### config.mk
export PLATFORM = sky130hd
export DESIGN_NAME = counter_ctrl_flat
export DESIGN_NICKNAME = d
export VERILOG_FILES = /design/src/rtl/counter_ctrl_if.sv /design/src/rtl/counter_ctrl.sv /design/src/flat_wrapper.sv
export SDC_FILE = /design/constraint.sdc
export NUM_CORES = 1
export LEC_CHECK = 0
export ABC_AREA = 1
export CAP_MARGIN = 25
export CORE_MARGIN = 3
export CORE_UTILIZATION = 40
export CTS_CLUSTER_DIAMETER = 100
export CTS_CLUSTER_SIZE = 25
export DETAILED_ROUTE_END_ITERATION = 16
export GPL_TIMING_DRIVEN = 0
export PLACE_DENSITY = 0.59
export SYNTH_ARGS = -nofsm -noshare
export SYNTH_HDL_FRONTEND = slang
export SYNTH_SLANG_ARGS = --single-unit
### constraint.sdc
create_clock -name clk -period 3.6 [get_ports clk]
set_input_delay 0.54 -clock clk [delete_from_list [all_inputs] [get_ports clk]]
set_output_delay 0.54 -clock clk [all_outputs]
set_load 0.01 [all_outputs]
### src/rtl/counter_ctrl_if.sv
// Front-panel bundle: raw buttons/switches in from the board, registered
// control lines out to the four-digit counter bank.
`timescale 1ns/1ps
interface counter_ctrl_if;
  logic       btn_run;
  logic       btn_step;
  logic       btn_clr;
  logic       btn_load;
  logic       sw_up;
  logic [3:0] sw_di;
  logic       ce;
  logic       clr;
  logic       up;
  logic       L;
  logic [3:0] di;
  logic       running;

  modport master (
    output btn_run, btn_step, btn_clr, btn_load, sw_up, sw_di,
    input  ce, clr, up, L, di, running
  );

  modport slave (
    input  btn_run, btn_step, btn_clr, btn_load, sw_up, sw_di,
    output ce, clr, up, L, di, running
  );
endinterface

### src/rtl/counter_ctrl.sv
// Front-panel sequencer: synchronises and debounces the panel inputs, then
// drives the counter bank's ce/clr/up/L/di lines from a small registered FSM.
`timescale 1ns/1ps
module counter_ctrl #(
  parameter int DIV = 25_000_000,
  parameter int DEB = 250_000
) (
  input  logic          clk,
  input  logic          rst_n,
  counter_ctrl_if.slave io_panel
);

  localparam int NB = 9;
  localparam int CW = (DEB > 1) ? $clog2(DEB) : 1;
  localparam int PW = $clog2(DIV);
  localparam logic [CW-1:0] CNT_MAX = CW'(DEB - 1);
  localparam logic [PW-1:0] PRE_MAX = PW'(DIV - 1);
  // Bit 4 is sw_up, which idles high so the up/down digit counts up after reset.
  localparam logic [NB-1:0] RST_LVL = 9'b0_0001_0000;

  typedef enum logic [2:0] {S_IDLE, S_RUN, S_STEP, S_LOAD, S_CLEAR} state_t;

  logic [NB-1:0] w_raw;
  logic [NB-1:0] r_meta;
  logic [NB-1:0] r_sync;
  logic [NB-1:0] r_level;
  logic [NB-1:0] r_deb;
  logic [CW-1:0] r_cnt [NB];
  logic [3:0]    r_debD;
  logic [3:0]    r_evt;
  logic          w_evtRun;
  logic          w_evtStep;
  logic          w_evtClr;
  logic          w_evtLoad;

  state_t        r_state;
  state_t        w_next;
  logic [PW-1:0] r_presc;
  logic [PW-1:0] w_prescNext;
  logic          w_ceNext;
  logic          w_clrNext;
  logic          w_loadNext;
  logic          w_runningNext;
  logic [3:0]    w_diNext;

  logic          r_ce;
  logic          r_clr;
  logic          r_up;
  logic          r_load;
  logic [3:0]    r_di;
  logic          r_running;

  assign w_raw = {io_panel.btn_run, io_panel.btn_step, io_panel.btn_clr,
                  io_panel.btn_load, io_panel.sw_up, io_panel.sw_di};

  // r_level flips once the synchronised input has disagreed for DEB cycles;
  // r_deb is the registered copy everything downstream uses.
  always_ff @(posedge clk or negedge rst_n) begin
    if (!rst_n) begin
      r_meta  <= RST_LVL;
      r_sync  <= RST_LVL;
      r_level <= RST_LVL;
      r_deb   <= RST_LVL;
      for (int i = 0; i < NB; i++) r_cnt[i] <= '0;
    end else begin
      r_meta <= w_raw;
      r_sync <= r_meta;
      r_deb  <= r_level;
      for (int i = 0; i < NB; i++) begin
        if (r_sync[i] == r_level[i]) begin
          r_cnt[i] <= '0;
        end else if (r_cnt[i] == CNT_MAX) begin
          r_level[i] <= r_sync[i];
          r_cnt[i]   <= '0;
        end else begin
          r_cnt[i] <= r_cnt[i] + CW'(1);
        end
      end
    end
  end

  always_ff @(posedge clk or negedge rst_n) begin
    if (!rst_n) begin
      r_debD <= '0;
      r_evt  <= '0;
    end else begin
      r_debD <= r_deb[8:5];
      r_evt  <= r_deb[8:5] & ~r_debD;
    end
  end

  assign w_evtRun  = r_evt[3];
  assign w_evtStep = r_evt[2];
  assign w_evtClr  = r_evt[1];
  assign w_evtLoad = r_evt[0];

  always_ff @(posedge clk or negedge rst_n) begin
    if (!rst_n) begin
      r_state <= S_IDLE;
      r_presc <= '0;
    end else begin
      r_state <= w_next;
      r_presc <= w_prescNext;
    end
  end

  always_comb begin
    w_next = r_state;
    case (r_state)
      S_IDLE: begin
        if (w_evtClr)       w_next = S_CLEAR;
        else if (w_evtLoad) w_next = S_LOAD;
        else if (w_evtRun)  w_next = S_RUN;
        else if (w_evtStep) w_next = S_STEP;
      end
      S_RUN: begin
        if (w_evtClr)       w_next = S_CLEAR;
        else if (w_evtLoad) w_next = S_LOAD;
        else if (w_evtRun)  w_next = S_IDLE;
      end
      default: w_next = S_IDLE;
    endcase
  end

  // Outputs are decoded from the upcoming state so the registered lines line
  // up with r_state; the prescaler ce is dropped on the edge that leaves RUN.
  always_comb begin
    w_ceNext      = (w_next == S_STEP) ||
                    (r_state == S_RUN && w_next == S_RUN && r_presc == PRE_MAX);
    w_clrNext     = (w_next == S_CLEAR);
    w_loadNext    = (w_next == S_LOAD);
    w_runningNext = (w_next == S_RUN);
    w_diNext      = (w_next == S_LOAD) ? r_deb[3:0] : r_di;
    w_prescNext   = '0;
    if (r_state == S_RUN && w_next == S_RUN) begin
      w_prescNext = (r_presc == PRE_MAX) ? '0 : r_presc + PW'(1);
    end
  end

  always_ff @(posedge clk or negedge rst_n) begin
    if (!rst_n) begin
      r_ce      <= 1'b0;
      r_clr     <= 1'b0;
      r_up      <= 1'b1;
      r_load    <= 1'b0;
      r_di      <= '0;
      r_running <= 1'b0;
    end else begin
      r_ce      <= w_ceNext;
      r_clr     <= w_clrNext;
      r_up      <= r_deb[4];
      r_load    <= w_loadNext;
      r_di      <= w_diNext;
      r_running <= w_runningNext;
    end
  end

  assign io_panel.ce      = r_ce;
  assign io_panel.clr     = r_clr;
  assign io_panel.up      = r_up;
  assign io_panel.L       = r_load;
  assign io_panel.di      = r_di;
  assign io_panel.running = r_running;

endmodule
### src/flat_wrapper.sv
// flat-port wrapper written by rule: the top's interface ports become plain ports
module counter_ctrl_flat 
#(
  parameter int DIV = 25_000_000,
  parameter int DEB = 250_000
)
  (clk, rst_n, io_panel_btn_run, io_panel_btn_step, io_panel_btn_clr, io_panel_btn_load, io_panel_sw_up, io_panel_sw_di, io_panel_ce, io_panel_clr, io_panel_up, io_panel_L, io_panel_di, io_panel_running);
  counter_ctrl_if io_panel_i ();
  input  logic clk;
  input  logic rst_n;
  input wire logic [$bits(io_panel_i.btn_run)-1:0] io_panel_btn_run;
  input wire logic [$bits(io_panel_i.btn_step)-1:0] io_panel_btn_step;
  input wire logic [$bits(io_panel_i.btn_clr)-1:0] io_panel_btn_clr;
  input wire logic [$bits(io_panel_i.btn_load)-1:0] io_panel_btn_load;
  input wire logic [$bits(io_panel_i.sw_up)-1:0] io_panel_sw_up;
  input wire logic [$bits(io_panel_i.sw_di)-1:0] io_panel_sw_di;
  output wire logic [$bits(io_panel_i.ce)-1:0] io_panel_ce;
  output wire logic [$bits(io_panel_i.clr)-1:0] io_panel_clr;
  output wire logic [$bits(io_panel_i.up)-1:0] io_panel_up;
  output wire logic [$bits(io_panel_i.L)-1:0] io_panel_L;
  output wire logic [$bits(io_panel_i.di)-1:0] io_panel_di;
  output wire logic [$bits(io_panel_i.running)-1:0] io_panel_running;
  assign io_panel_i.btn_run = io_panel_btn_run;
  assign io_panel_i.btn_step = io_panel_btn_step;
  assign io_panel_i.btn_clr = io_panel_btn_clr;
  assign io_panel_i.btn_load = io_panel_btn_load;
  assign io_panel_i.sw_up = io_panel_sw_up;
  assign io_panel_i.sw_di = io_panel_sw_di;
  assign io_panel_ce = io_panel_i.ce;
  assign io_panel_clr = io_panel_i.clr;
  assign io_panel_up = io_panel_i.up;
  assign io_panel_L = io_panel_i.L;
  assign io_panel_di = io_panel_i.di;
  assign io_panel_running = io_panel_i.running;
  counter_ctrl #(.DIV(DIV), .DEB(DEB)) u_core (.clk(clk), .rst_n(rst_n), .io_panel(io_panel_i));
endmodule
==> results of run 1 <==
## routing by layer
metal	track usage, %	routed length, microns	part of all wire, %	up-vias
li1	-	-	-	4876
met1	20.28	11710	51	4349
met2	23.76	10220	45	114
met3	1.643	628	2.7	19
met4	2.224	301	1.3	0
met5	0	0	0	-
## flip-flops by register name (all words and copies together), names as in the netlist
signal and cells:
u_core.io_panel.up 1, u_core.r_evt 4, u_core.r_deb 9, u_core.io_panel.running 1, u_core.r_presc 25, u_core.io_panel.clr 1, u_core.r_meta 9, u_core.io_panel.di 4
u_core.r_sync 9, u_core.r_level 9, u_core.io_panel.ce 1, u_core.r_state 3, u_core.r_debD 4, u_core.r_cnt 162, u_core.io_panel.L 1
## final cells by class
type | instances | area [sq um]
Buffer | 4 | 25.02
Clock buffer | 19 | 357.8
Clock inverter | 1 | 5.005
Fill cell | 2969 | 16540
Inverter | 211 | 792.0
Multi-Input combinational cell | 1079 | 5406
Sequential cell | 243 | 6087
Tap cell | 390 | 488.0
Timing Repair Buffer | 21 | 250.2
## metrics by stage
stage | setup TNS [ns] | instance area (sq um) | std cells
3_5_place_dp | 0 | 13050 | 1948
5_1_grt | 0 | 13410 | 1968
4_1_cts | 0 | 13410 | 1968
6_report | 0 | 13410 | 1968
2_1_floorplan | 0 | 12310 | 1537
3_3_place_gp | -2088.52 | 12990 | 1946
## power groups by stage
stage / logic [uW] / clock network (uW) / registers [uW]
after floorplan: 70.9 / 0 / 2840
after global placement: 158 / 0 / 2840
after detailed placement: 167 / 0 / 2840
after CTS: 168 / 1650 / 2790
after global routing: 188 / 1730 / 2790
final: 159 / 1560 / 2790
## layout by cell type (no fill, tap or decap), types with 6 or more instances in the layout
master / count
nor3_1: 87
o21bai_1: 6
clkbuf_16: 13
nand3_1: 86
xnor2_1: 13
dfrtp_1: 238
ha_1: 10
clkbuf_1: 6
inv_2: 7
o21ai_0: 12
nand4_1: 35
nor3_2: 13
nand2_1: 331
nand3_2: 14
nor2_1: 307
clkdlybuf4s50_1: 18
a21oi_1: 20
nor2_2: 24
nor2_4: 7
xor2_1: 73
nor3b_1: 8
inv_1: 201
nand2_2: 12
## worst max path at each step
stage,endpoint,cells after the start,start
2_1_floorplan,u_core.r_cnt[67],7,u_core.r_cnt[54]
3_3_place_gp,u_core.r_cnt[34],1,rst_n
3_5_place_dp,u_core.r_cnt[58],7,u_core.r_cnt[54]
4_1_cts,io_panel_up,1,u_core.io_panel.up
5_1_grt,io_panel_up,1,u_core.io_panel.up
6_report,io_panel_up,1,u_core.io_panel.up
## logic make-up (layout without fill, tap and decap cells)
family	after synthesis	after routing	share of synthesized area, %
flip-flops	243	243	49.45
AO/OA/AOI/OAI	46	46	2.124
buffers and inverters	215	256	6.637
XOR/XNOR	86	86	6.118
adder cells (fa/ha/maj)	10	10	1.016
AND/OR/NAND/NOR	937	937	34.66
## worst register-to-register path, cell delays in order (launching register included)
cell      delay [ns]
dfrtp_1         0.41
ha_1            0.23
nand3_1         0.15
nand3b_1        0.15
nor2_1          0.08
nor2_2          0.28
inv_1           0.19
nor3_1          0.17
==> summary.txt, run 1 <==
Floorplan
  – Area of the die: about 33000 sq um
  – CORE AREA: 29950 sq um
  – Chip height: 181.4 microns
  – Cell row count: 63
  – Effective utilization at floorplan: about 40%
  – Die width: 181.4 microns
  – IO Pins: 20

Drt
  – Routed WL: 22860 microns
  – Routed Antenna Nets: 0
  – 1st-iter DRT viols: 696
  – Pre-Repair DR Iteration Count: 5
  – Drt wl/cell: 11.62 microns
  – Vias per cell: 4.755
  – DR vias: 9358
  – DRC Markers: 0

Global routing
  – GRT overflow: 0
  – First-pass GRT wire length: 41060 microns
  – Largest net degree at the start of global routing: ~100
  – Vias in the first global route: 9056
  – Initial antenna violation count: 0
  – Total GRT Usage: 14.17%

Yosys
  – Sequential element share of the synthesized area: about 49%
  – Syn. warnings: 0
  – Area of the mapped netlist: 12310 sq um
  – Top-count cell post-synth: nand2_1
  – Post-Syn Instances: 1537
  – Synth Area per Inst: roughly 8 sq um
  – Synth Register Bits: between 200 and 250
  – Post-synth EDFFs: 0
  – Synth top area cells: dfrtp_1, nand2_1, nor2_1
  – Yosys top cell by area: dfrtp_1
  – FFs w/ async S/R, synth: between 90% and 100%
  – Commonest cells post-synth: nand2_1, nor2_1, dfrtp_1
  – Syn_nets: ~1600
  – Post-synth cell types: 38
  – Post-synth top flop: dfrtp_1
  – Top-area cell type share of the netlist area: between 40 and 50%

CTS
  – Post-CTS setup buffer count: 0
  – CTS tree: yes
  – Hold_buf cts: 0
  – CTS Root Buffer Type: clkbuf_16
  – H-tree Lvls: 1
  – # clock sinks: between 200 and 250
  – CTS buffer count: 13
  – Clock-pin slew on the worst setup and hold paths: 0.10 ns
  – Longest Clk Path Bufs: 3
  – Post-cts gate resize count: 0
  – Worst-Skew Late Latency: 0.47 ns

Finish
  – Layout cells sized above 1: between 7 and 8%
  – Layout area overhead: 8.944%
  – Fin nets: 1594
  – Number of diodes: 0
  – Fin util: between 40 and 50%

Pwr
  – Total Power: 4505 uW
  – Switch share: 22.11%
  – Leak: 0.005920 uW
  – Max rail drop VDD: 0.1890 mV
  – Int Pwr: 3509 uW
  – Clock power share: 34.6%
  – Power per cell area: 335.9 nW/um^2
  – Psw: roughly 1000 uW
  – Logic pwr share: 3.5%
  – Reg power frac: 61.9%

Critical path
  – Worst reg2reg startpoint: u_core.r_cnt[54]
  – CP Class: flip-flop to output pin
  – Crit path cell chain: clkdlybuf4s50_1
  – CP bufs+invs: 1
  – CP max FO: 1
  – WP data arrival: around 1.5 ns
  – Worst R2R Setup Slack: 1.86 ns
  – Crit path launch type: flip-flop
  – Critical Path Max Stage Delay: 0.52 ns
  – Largest delay contributor family on the critical path: flip-flops
  – CP Data Required Time: 3.06 ns
  – Slowest CP cell: dfstp_2
  – Worst setup EP type: output pin
  – Reg2Reg Depth: 7
  – Reg-to-reg endpoint: u_core.r_cnt[67]

STA
  – Final period util: between 50 and 60%
  – Final Worst Setup Slack: 1.552 ns
  – RSZ-0062 raised after global routing: false
  – Tmin final: 2.048 ns
  – Max Slew Vio Count: 0
  – Final hold slack: -0.01697 ns
  – Final setup fails: 0
  – FMAX: 488.2 MHz
  – Relative slew margins: between 60% and 70%
  – Worst Skew: 0.008895 ns
  – Final Hold Fails: 4
  – Slew @ Worst Pin: 0.5179 ns

Place
  – RD Place Congestion: a little under 0.9
  – HPWL Detailed: about 17000 microns
  – PortBufs: 19
  – Post-placement setup slack: 1.850 ns

Run
  – Max-cap violation count: 0

Outcome
  – Status: complete, but fails checks
  – Failing checks: hold timing

Worst hold path
  – Type of the most critical hold path: primary input to async pin
Power figures use the tool's default switching activity.
==> run 2: changes to the inputs <==
Settings changed: PLACE_DENSITY 0.59 to 0.61.
Clock period 3.6 ns to 1.7 ns, I/O delays scaled along.
==> summary.txt, run 2 (same netlist as run 1, synthesis figures left out) <==
CTS
  – # clock sinks: 243
  – Clock-pin slew on the worst setup and hold paths: 0.10 ns
  – CTS buffer count: 14
  – CTS tree: yes
  – Worst-Skew Late Latency: 0.48 ns
  – Longest Clk Path Bufs: 3
  – H-tree Lvls: 1
  – CTS Root Buffer Type: clkbuf_16

Critical path
  – CP max FO: 2
  – Largest delay contributor family on the critical path: buffers and inverters
  – Worst setup EP type: output pin
  – Slowest CP cell: clkdlybuf4s50_1
  – CP Data Required Time: 1.44 ns
  – Critical Path Max Stage Delay: ~0.54 ns
  – CP bufs+invs: 1
  – WP data arrival: 1.38 ns
  – Crit path launch type: flip-flop
  – Crit path cell chain: clkdlybuf4s50_1
  – CP Class: flip-flop to output pin

Finish
  – Reg with most FFs: u_core.r_cnt
  – Number of diodes: 0
  – Layout cells sized above 1: 9.079%
  – Fin nets: roughly 1600
  – Final Non-Filler Cells: 1976
  – Most frequent cells in the layout: nand2_1, nor2_1, dfrtp_1, inv_1, nor3_1
  – Most common cell after layout, fill and taps aside: nand2_1
  – Max reg flops: roughly 160
  – Biggest regs: u_core.r_cnt (162), u_core.r_presc (25)
  – Layout area overhead: 11.17%

Pwr
  – Total Power: 10010 uW
  – Psw: between 2000 and 2500 uW
  – Clock power share: between 30% and 40%
  – Leak: 0.006038 uW
  – Int Pwr: slightly below 8000 uW
  – Max rail drop VDD: 0.5306 mV
  – Switch share: 22.37%
  – Power per cell area: between 700 and 800 nW/um^2
  – Logic pwr share: 3.5%
  – Reg power frac: between 50% and 60%

Floorplan
  – IO Pins: 20
  – CORE AREA: 29950 sq um
  – Cell row count: 63
  – Effective utilization at floorplan: 41.10%
  – Chip height: 181.4 microns
  – Area of the die: 32920 sq um
  – Die width: 181.4 microns

STA
  – Tmin final: 1.634 ns
  – Worst Skew: 0.01462 ns
  – Relative slew margins: ~64%
  – Slew @ Worst Pin: 0.5474 ns
  – Final setup fails: 0
  – RSZ-0062 raised after global routing: true
  – FMAX: 612.0 MHz
  – Final Worst Setup Slack: 0.06607 ns
  – Final Hold Fails: 0
  – Max Slew Vio Count: 0
  – Final hold slack: 0.1720 ns
  – Final period util: 96.11%

Worst hold path
  – Type of the most critical hold path: primary input to flip-flop

Place
  – HPWL Detailed: between 15000 and 20000 microns
  – Placed Cells: 1948
  – Post-placement setup slack: -0.06538 ns
  – PortBufs: 19
  – RD Place Congestion: around 0.87

Drt
  – Pre-Repair DR Iteration Count: 5
  – Drt wl/cell: 11.77 microns
  – Vias per cell: 4.774
  – 1st-iter DRT viols: 533
  – DRC Markers: 0
  – DR vias: 9434
  – Routed WL: between 20000 and 25000 microns
  – Routed Antenna Nets: 0

Global routing
  – GRT overflow: 0
  – Initial antenna violation count: 0
  – Total GRT Usage: 14.44%
  – Vias in the first global route: 9082
  – Largest net degree at the start of global routing: 106
  – First-pass GRT wire length: 41780 microns

Run
  – Max-cap violation count: 0

Outcome
  – Status: completed
## run 2: timing repair
item                                   in CTS  in global routing
setup endpoints to repair                   6                 76
endpoints found under the hold margin      38                  0
hold buffers                                1                  0
resized for setup                           3                 37
pin swaps                                   0                 10
buffers inserted                            0                  5
## run 2: worst paths after layout
check / start / end / slack, ns / depth (start not counted)
max: u_core.io_panel.di[3] / io_panel_di[3] / 0.07 / 1
min: io_panel_sw_up / u_core.r_meta[4] / 0.17 / 1
max reg2reg: u_core.r_presc[0] / u_core.r_presc[4] / 0.07 / 7
min reg2reg: u_core.r_meta[6] / u_core.r_sync[6] / 0.35 / 0
max in group asynchronous: rst_n / u_core.r_cnt[50] / 0.64 / 3
min in group asynchronous: rst_n / u_core.r_cnt[82] / 0.23 / 2
## run 2: final cells by class
type | instances | area [sq um]
sequential | 243 | 6087
clock buffer | 18 | 386.6
inverter | 211 | 792.0
buffer | 4 | 28.78
tap | 390 | 488.0
multi-input combinational | 1079 | 5542
fill | 2923 | 16270
clock inverter | 4 | 62.56
timing repair buffer | 27 | 299.0
## run 2: power by group through the flow
| stage | logic [uW] | registers [uW] | clock network, uW |
|---|---|---|---|
| finish | 352 | 5910 | 3760 |
| global route | 418 | 5920 | 4150 |
| CTS | 359 | 5910 | 3950 |
| detailed placement | 354 | 6020 | 0 |
| global placement | 332 | 6020 | 0 |
| floorplan | 150 | 6010 | 0 |
## run 2: stage by stage
step / utilization [%] / setup TNS [ns] / area [sq um]
after floorplan: - / 0 / 12310
after global placement: 43.36 / -2450.87 / 12990
after detailed placement: 43.56 / -0.09346 / 13050
after CTS: 45.13 / 0 / 13520
after global routing: 45.69 / -0.06379 / 13690
final: 45.69 / 0 / 13690
## run 2: metal layers
metal	global-route usage (%)	wire, microns	vias up	share of wire, %
met2	23.60	10350	103	44
li1	-	-	4881	-
met1	21.18	11990	4433	52
met3	1.723	619	17	2.7
met4	2.285	300	0	1.3
met5	0	0	-	0
==> run 3: changes to the inputs <==
Clock period 1.7 ns to 1.5 ns, I/O delays scaled along.
==> summary.txt, run 3 (same netlist as run 1, synthesis figures left out) <==
Outcome
  – Failing checks: setup timing
  – Status: complete, but fails checks

Drt
  – Routed WL: 25150 microns
  – DRC Markers: 0
  – Pre-Repair DR Iteration Count: 5
  – 1st-iter DRT viols: roughly 540
  – Metal-1 WL: between 10000 and 15000 microns
  – Drt wl/cell: 12.30 microns
  – DR vias: 9861
  – Met3 Wirelength: 666 microns
  – Met2 WL: 11760 microns
  – Top sig layer: met4
  – Routed Antenna Nets: 0
  – Vias per cell: 4.822

Worst hold path
  – HP Start: io_panel_sw_up
  – Hold endpoint: u_core.r_meta[4]
  – Hold depth: 1
  – Type of the most critical hold path: primary input to flip-flop

STA
  – Final period util: 102.7%
  – Worst Skew: about 0.013 ns
  – Final setup fails: 9
  – Slew @ Worst Pin: 0.5527 ns
  – Max Slew Vio Count: 0
  – FMAX: ~650 MHz
  – RSZ-0062 raised after global routing: true
  – Final Hold Fails: 0
  – Final Worst Setup Slack: -0.04058 ns
  – Tmin final: ~1.5 ns
  – Relative slew margins: a little over three fifths

Finish
  – Reg area: ~6000 sq um
  – Number of diodes: 0
  – Biggest regs: u_core.r_cnt (162), u_core.r_presc (25)
  – Most common cell after layout, fill and taps aside: nand2_1
  – Layout area overhead: 21.89%
  – Fin nets: 1670
  – Multi-input gate area: 6284 sq um
  – Max reg flops: ~160
  – Post-route cell area: about 15000 sq um
  – Layout cells sized above 1: 22.42%
  – Most frequent cells in the layout: nand2_1, nor2_1, dfrtp_1, inv_1, xor2_1
  – Fillers: between 2000 and 3000
  – Reg with most FFs: u_core.r_cnt

Pwr
  – Logic pwr share: under 10%
  – Max rail drop VDD: between 0.5 and 0.6 mV
  – Clock power share: 37.1%
  – Switch share: between 20% and 30%
  – Leak: 0.006566 uW
  – Power per cell area: 766.7 nW/um^2
  – Int Pwr: 8889 uW
  – Reg power frac: 58.4%
  – Total Power: about 12000 uW
  – Psw: 2616 uW

Critical path
  – CP max FO: 5
  – CP Data Required Time: 1.89 ns
  – CP Class: flip-flop to flip-flop
  – Reg2Reg Depth: 7
  – WP data arrival: approximately 1.9 ns
  – Worst reg2reg startpoint: u_core.r_presc[1]
  – Worst R2R Setup Slack: -0.04 ns
  – Reg-to-reg endpoint: u_core.r_presc[18]
  – Worst setup EP type: flip-flop
  – Crit path launch type: flip-flop

Floorplan
  – Cell row count: 63
  – Die width: ~180 microns
  – Area of the die: 32920 sq um
  – Effective utilization at floorplan: 41.10%
  – CORE AREA: roughly 30000 sq um
  – IO Pins: 20
  – Chip height: 181.4 microns

Global routing
  – GRT overflow: 0
  – Vias in the first global route: 9305
  – First-pass GRT wire length: 42630 microns
  – Largest net degree at the start of global routing: 106
  – Total GRT Usage: about 15%
  – Initial antenna violation count: 0

CTS
  – CTS buffer count: 14
  – H-tree Lvls: 1
  – Longest Clk Path Bufs: 3
  – CTS tree: yes
  – Worst-Skew Late Latency: 0.48 ns
  – Clock-pin slew on the worst setup and hold paths: 0.10 ns
  – # clock sinks: ~240
  – CTS Root Buffer Type: clkbuf_16

Run
  – Max-cap violation count: 0

Place
  – Post-place instance area: 13050 sq um
  – HPWL Detailed: between 15000 and 20000 microns
  – PortBufs: 19
  – RD Place Congestion: 0.8727
==> run 3: cell count changes in the layout (fill, tap and decap cells not counted), moves of 13 or more <==
cell     change
buf_4       +65
dfrtp_1     -16
dfrtp_2     +16
inv_1       -24
inv_2       +18
nand2_1     -24
nand2_2     +21
nand3_1     -18
nand3_4     +13
nor2_1      -38
nor2_2      +20
nor2_4      +18
nor3_1      -20
==> run 3: what timing repair did <==
item                                    4_1_cts  5_1_grt
gates cloned                                  0        2
hold buffers                                  1        0
setup buffers                                18       56
hold endpoints to repair                     38        0
pin swaps                                    25       85
endpoints found under the setup margin      118      136
gates resized for setup                      79      192
==> run 3: how the worst max path moves through the flow <==
stage,start,end,cells after the start
2_1_floorplan,u_core.r_cnt[54],u_core.r_cnt[67],7
3_3_place_gp,rst_n,u_core.r_cnt[69],1
3_5_place_dp,u_core.r_cnt[54],u_core.r_cnt[58],7
4_1_cts,u_core.r_cnt[126],u_core.r_cnt[142],8
5_1_grt,u_core.r_cnt[37],u_core.r_cnt[53],9
6_report,u_core.r_presc[1],u_core.r_presc[18],7
==> run 3: final cells by class <==
type	instances	share of cell area, %
multi-input cells	1081	41.87
plain buffers	2	0.1668
clock buffers	18	2.577
clock inverters	4	0.4169
inverters	211	5.578
well taps	390	3.252
repair buffers	96	5.437
flip-flops and latches	243	40.70
==> run 3: power by group through the flow <==
stage          registers (uW)  logic, uW  clock network, uW
2_1_floorplan            6810        170                  0
3_3_place_gp             6830        377                  0
3_5_place_dp             6820        401                  0
4_1_cts                  6700        443               4470
5_1_grt                  6730        595               4710
6_report                 6720        512               4270
==> run 3: worst max-delay path, stage by stage (launching register included) <==
cell and delay (ns):
dfrtp_1 0.39, ha_2 0.23, nand2_4 0.08, nor2_4 0.22, nand3_4 0.16, nor2_4 0.18
xor2_1 0.15, nor2_1 0.05
==> run 3: per-stage QoR <==
| step | hold WS, ns | utilization [%] | setup WS, ns | setup TNS, ns | std cells |
|---|---|---|---|---|---|
| after global placement | 0.3357 | 43.36 | -10.36 | -2499.72 | 1946 |
| after CTS | 0.1109 | 46.41 | -0.02524 | -0.03857 | 1989 |
| final | 0.1404 | 50.10 | -0.04058 | -0.1878 | 2045 |
| after floorplan | -0.07059 | - | 0.08002 | 0 | 1537 |
| after global routing | 0.1262 | 50.10 | -0.1429 | -4.216 | 2045 |
| after detailed placement | 0.1330 | 43.56 | -0.2654 | -9.201 | 1948 |
==> run 3: per-layer routing <==
| metal | GRT usage [%] | up-vias |
|---|---|---|
| li1 | - | 5042 |
| met1 | 21.40 | 4681 |
| met2 | 24.30 | 119 |
| met3 | 1.743 | 19 |
| met4 | 2.438 | 0 |
| met5 | 0 | - |
